[src/rtl/l1_mem_arbiter.sv]
// l1_mem_arbiter: shares one burst-mode memory port between the L1 I-cache and D-cache,
// holding the command for a whole burst and inserting a turnaround cycle between bursts.
module l1_mem_arbiter #(
    parameter int BURST_LEN   = 4,
    parameter int BURST_WIDTH = 32,
    parameter int ADDR_WIDTH  = 32,
    parameter int TIMEOUT     = 1024,
    localparam int BW = BURST_LEN > 1 ? $clog2(BURST_LEN) : 1
) (
    input  logic                   clk,
    input  logic                   rst_n,
    input  logic                   i_read,
    input  logic [ADDR_WIDTH-1:0]  i_addr,
    output logic [BURST_WIDTH-1:0] i_rdata,
    output logic                   i_resp,
    input  logic                   d_read,
    input  logic                   d_write,
    input  logic [ADDR_WIDTH-1:0]  d_addr,
    input  logic [BURST_WIDTH-1:0] d_wdata,
    input  logic [3:0]             d_byte_en,
    output logic [BURST_WIDTH-1:0] d_rdata,
    output logic                   d_resp,
    output logic [BW-1:0]          beat_idx,
    output logic                   mem_read,
    output logic                   mem_write,
    output logic [ADDR_WIDTH-1:0]  mem_address,
    output logic [BURST_WIDTH-1:0] mem_wdata,
    output logic [3:0]             mem_byte_enable,
    input  logic [BURST_WIDTH-1:0] mem_rdata,
    input  logic                   mem_resp,
    input  logic                   pm_error,
    output logic                   err
);
    localparam int WW = $clog2(TIMEOUT + 1);

    typedef enum logic [2:0] {IDLE, I_RD, D_RD, D_WR, TURN} state_e;

    state_e                state_q, state_d;
    logic                  last_d_q, last_d_d;
    logic                  err_q, err_d;
    logic                  mem_read_q, mem_read_d;
    logic                  mem_write_q, mem_write_d;
    logic [ADDR_WIDTH-1:0] addr_q, addr_d;
    logic [3:0]            be_q, be_d;
    logic [BW-1:0]         beat_q, beat_d;
    logic [WW-1:0]         wd_q, wd_d;
    logic                  busy, d_illegal, d_valid, grant_i, grant_d, last_beat, timeout, abort;

    always_ff @(posedge clk or negedge rst_n) begin
        if (!rst_n) begin
            state_q     <= IDLE;
            last_d_q    <= 1'b1;
            err_q       <= 1'b0;
            mem_read_q  <= 1'b0;
            mem_write_q <= 1'b0;
            addr_q      <= '0;
            be_q        <= '0;
            beat_q      <= '0;
            wd_q        <= '0;
        end else begin
            state_q     <= state_d;
            last_d_q    <= last_d_d;
            err_q       <= err_d;
            mem_read_q  <= mem_read_d;
            mem_write_q <= mem_write_d;
            addr_q      <= addr_d;
            be_q        <= be_d;
            beat_q      <= beat_d;
            wd_q        <= wd_d;
        end
    end

    // Round-robin: on a tie, I wins only if D was granted last.
    always_comb begin
        busy      = state_q inside {I_RD, D_RD, D_WR};
        d_illegal = d_read & d_write;
        d_valid   = (d_read | d_write) & ~d_illegal;
        grant_i   = (state_q == IDLE) & i_read & (~d_valid | last_d_q);
        grant_d   = (state_q == IDLE) & d_valid & ~grant_i;
        last_beat = mem_resp & (beat_q == BW'(BURST_LEN - 1));
        timeout   = ~mem_resp & (wd_q == WW'(TIMEOUT - 1));
        abort     = busy & (pm_error | timeout);
        unique case (state_q)
            IDLE:    state_d = grant_i ? I_RD : grant_d ? (d_write ? D_WR : D_RD) : IDLE;
            TURN:    state_d = IDLE;
            default: state_d = (abort | last_beat) ? TURN : state_q;
        endcase
    end

    always_comb begin
        mem_read_d  = state_d inside {I_RD, D_RD};
        mem_write_d = state_d == D_WR;
        addr_d      = grant_i ? i_addr : grant_d ? d_addr : addr_q;
        be_d        = (grant_d & d_write) ? d_byte_en : (grant_i | grant_d) ? 4'hF : be_q;
        last_d_d    = grant_d | (last_d_q & ~grant_i);
        beat_d      = (~busy | abort | last_beat) ? '0 : beat_q + BW'(mem_resp);
        wd_d        = (busy & ~mem_resp) ? wd_q + 1'b1 : '0;
        err_d       = err_q | pm_error | ((state_q == IDLE) & d_illegal) | (busy & timeout);
        i_resp      = (state_q == I_RD) & mem_resp;
        d_resp      = (state_q inside {D_RD, D_WR}) & mem_resp;
        mem_wdata   = (state_q == D_WR) ? d_wdata : '0;
    end

    assign i_rdata         = mem_rdata;
    assign d_rdata         = mem_rdata;
    assign beat_idx        = beat_q;
    assign mem_read        = mem_read_q;
    assign mem_write       = mem_write_q;
    assign mem_address     = addr_q;
    assign mem_byte_enable = be_q;
    assign err             = err_q;
endmodule

[config.mk]
export PLATFORM = sky130hd
export DESIGN_NAME = l1_mem_arbiter
export DESIGN_NICKNAME = d
export VERILOG_FILES = /design/src/rtl/l1_mem_arbiter.sv
export SDC_FILE = /design/constraint.sdc
export NUM_CORES = 1
export LEC_CHECK = 0
export CAP_MARGIN = 20
export CORE_MARGIN = 10
export CORE_UTILIZATION = 40
export DETAILED_ROUTE_END_ITERATION = 8
export DONT_BUFFER_PORTS = 1
export GPL_TIMING_DRIVEN = 0
export PLACE_DENSITY = 0.63
export SLEW_MARGIN = 10
export SYNTH_ARGS = -nofsm -noshare
export SYNTH_HDL_FRONTEND = slang
export SYNTH_SLANG_ARGS = --single-unit
[constraint.sdc]
create_clock -name clk -period 3.2 [get_ports clk]
set_clock_uncertainty 0.15 [all_clocks]
set_input_delay 0.64 -clock clk [delete_from_list [all_inputs] [get_ports clk]]
set_output_delay 0.64 -clock clk [all_outputs]
set_load 0.05 [all_outputs]
==> impl_metrics.env <==
export IMPL_die_y_um=111.1
export IMPL_design_area_sq_um=3596
export IMPL_leakage_uw=0.001642
export IMPL_clock_root_buffer="clkbuf_8"
export IMPL_crit_type="reg -> out"
export IMPL_preCtsSetupSlack_ns=0.7768
export IMPL_status="completed"
export IMPL_grt_pass1_vias=2824
export IMPL_die_w_um=111.1
export IMPL_synth_net_count=524
export IMPL_crit_chain="buf_6 -> and3b_1 -> clkbuf_1 -> and2_1"
export IMPL_cts_hold_fix_buffers=2
export IMPL_cp_start_kind="flip-flop"
export IMPL_cts_tree="done"
export IMPL_wirelength_mm=11.39
export IMPL_hold_violations=0
export IMPL_seq_area_frac_synth_pct=42.22
export IMPL_grt_antenna_before_repair=2
export IMPL_clock_path_buffers=2
export IMPL_p_per_area_nw_per_um2=1077
export IMPL_rsz0062_at_grt="no"
export IMPL_crit_slowest_cell="and2_1"
export IMPL_cpPeakStageDelay_ns=0.55
export IMPL_crit_path_end_kind="output port"
export IMPL_fp_coreArea_sq_um=8134
export IMPL_hpwl_mm=9.481
export IMPL_h_tree_depth=2
export IMPL_cts_buffers=5
export IMPL_postCtsSetupRepairBufs=0
export IMPL_io_pins=278
export IMPL_clk_latency_ns=0.31
export IMPL_placed_area_sq_um=3458
export IMPL_slew_violations=0
export IMPL_synth_warnings=0
export IMPL_hold_class="in -> async"
export IMPL_detail_route_antenna_nets=0
export IMPL_start_util_pct=40.84
export IMPL_synthArstFlopShare_pct=100.0
export IMPL_synth_edff_count=0
export IMPL_nFillCells=804
export IMPL_avgSynthCellArea_sq_um=8.696
export IMPL_period_minus_slack_ns=2.743
export IMPL_clock_sinks=56
export IMPL_finalSetupTns_ns=0
export IMPL_synthTopCellsByArea="dfrtp_1 (41%), buf_4 (14%), nand2_1 (8.5%)"
export IMPL_grt_remaining_overflow=0
export IMPL_synthFlopType="dfrtp_1"
export IMPL_worst_slew_pin_slew_ns=0.8646
export IMPL_drv_cap=0
export IMPL_drc=0
export IMPL_vias_per_cell=5.253
export IMPL_synth_seq_cells=56
export IMPL_wl_per_cell_um=22.83
export IMPL_ir_drop_mv=0.5114
export IMPL_dieArea_sq_um=12350
export IMPL_worstPathArrival_ns=1.95
export IMPL_rrSetupSlack_ns=1.30
export IMPL_fin_hold_ws_ns=0.01638
export IMPL_final_layout_size_suffix_gt1_share_pct=23.21
export IMPL_final_nets=533
export IMPL_setup_viol=0
export IMPL_area_growth_pct=8.249
export IMPL_required_ns=2.41
export IMPL_drt_pass1_iterations=5
export IMPL_cts_resized=0
export IMPL_cp_max_fo=10
export IMPL_synth_top_cell_area_share_pct=41.43
export IMPL_fin_ws_ns=0.4567
export IMPL_numPortBuffers=0
export IMPL_synthesis_area_sq_um=3322
export IMPL_drt_initial_drc_count=130
export IMPL_finalCritPeriodShare_pct=85.73
export IMPL_finalWeightedCongestion=0.7631
export IMPL_grt_max_degree=56
export IMPL_fmax_ghz=0.3645
export IMPL_power_uw=3873
export IMPL_synth_top_cell_by_area="dfrtp_1"
export IMPL_row_count=33
export IMPL_grt_pass1_wl_mm=17.26
export IMPL_relSlewSlack_pct=42.05
export IMPL_ys_types=38
export IMPL_num_vias=2621
export IMPL_postSynthCellCount=382
export IMPL_grt_usage_pct=17.13
export IMPL_cts_clk_slew_worst_paths_ns=0.11
-- critical path: cells and delay by family, from the launching register on --
family                 cells  cell delay, ns
and+or+nand+nor            2            0.86
buffers and inverters      2            0.40
DFF                        1            0.39
-- cell families (layout without fill, tap and decap cells) --
family	Yosys count	after routing	share of synthesized area, %
flops	56	56	42.22
simple gates	181	181	26.29
compound gates	46	46	9.491
xor+xnor	10	10	2.636
buf+inv	86	96	18.23
fa+ha+maj	3	3	1.130
other cells	0	2	0
-- routing by layer --
layer | vias up | share of wire [%] | track usage (%) | wire length [um]
met3 | 4 | 12 | 8.279 | 1378
met2 | 171 | 54 | 31.45 | 6165
met4 | 0 | 0.47 | 4.199 | 53
li1 | 1211 | - | - | -
met5 | - | 0 | 0 | 0
met1 | 1235 | 33 | 16.84 | 3795
-- power breakdown --
part / leakage, uW / switching [uW] / internal (uW)
Clock: 0.0000423 / 255 / 160
Combinational: 0.000923 / 919 / 452
Sequential: 0.000677 / 1100 / 983
Total: 0.00164 / 2280 / 1590
-- cells in the mapped netlist, types with 2 or more instances --
| cell type | instances |
|---|---|
| a21o_1 | 2 |
| a21oi_1 | 2 |
| a31oi_1 | 31 |
| and2_1 | 33 |
| and3_1 | 2 |
| and3b_1 | 2 |
| buf_2 | 4 |
| buf_4 | 64 |
| buf_6 | 5 |
| clkbuf_1 | 11 |
| dfrtp_1 | 55 |
| ha_1 | 3 |
| inv_1 | 2 |
| nand2_1 | 75 |
| nand2b_1 | 2 |
| nand3_1 | 5 |
| nand4_1 | 2 |
| nor2_1 | 44 |
| nor3_1 | 4 |
| nor3b_1 | 2 |
| o21ai_0 | 2 |
| o22a_1 | 4 |
| or3_1 | 3 |
| xnor2_1 | 6 |
| xor2_1 | 4 |
-- state kept, by name (all words and copies together), names as in the netlist --
| signal | count |
|---|---|
| mem_address | 32 |
| state_q | 3 |
| wd_q | 11 |
| last_d_q | 1 |
| mem_write | 1 |
| mem_read | 1 |
| err | 1 |
| beat_idx | 2 |
| mem_byte_enable | 4 |
-- layout by cell type, fill, tap and decap left out, types with 2 or more instances in the layout --
cell type and instances:
clkbuf_1 11, clkinvlp_4 2, diode_2 2, a21o_1 2, buf_6 5, buf_2 4
a21oi_1 2, nand2b_1 2, and2_1 33, xor2_1 4, o21ai_0 2, clkbuf_8 5
and3_1 2, o22a_1 4, ha_1 3, nand4_1 2, inv_1 2, nand2_1 75
nor3_2 2, xnor2_1 6, nor3_1 3, a31oi_1 31, buf_4 64, or3_1 3
and3b_1 2, dfrtp_1 55, nor3b_1 2, nand3_1 5, nor2_1 44
-- final timing paths --
kind / start / to / cells after the start
worst max-delay path: state_q[2]$_DFF_PN0_ / mem_wdata[8] / 4
worst min-delay path: rst_n / mem_address[26]$_DFFE_PN0P_ / 1
worst max register to register: state_q[2]$_DFF_PN0_ / mem_write$_DFF_PN0_ / 5
worst min register to register: wd_q[0]$_DFF_PN0_ / wd_q[0]$_DFF_PN0_ / 1
max in group asynchronous: rst_n / last_d_q$_DFF_PN1_ / 1
min in group clk: pm_error / err$_DFF_PN0_ / 1
-- layout make-up --
cell class	count	area, sq um	share of cell area (%)
sequential	56	1403	39.00
multi-input combinational	240	1319	36.67
buffer	84	598.1	16.63
tap	105	131.4	3.653
clock buffer	5	68.82	1.914
timing repair buffer	2	37.54	1.044
clock inverter	3	26.28	0.7307
inverter	2	7.507	0.2088
antenna	2	5.005	0.1392
-- metrics by stage --
step	std cells	utilization, %
2_1_floorplan	382	-
3_3_place_gp	487	42.46
3_5_place_dp	487	42.52
4_1_cts	497	44.15
5_1_grt	499	44.21
6_report	499	44.21
Note: power is estimated with default switching activity, not from simulation.
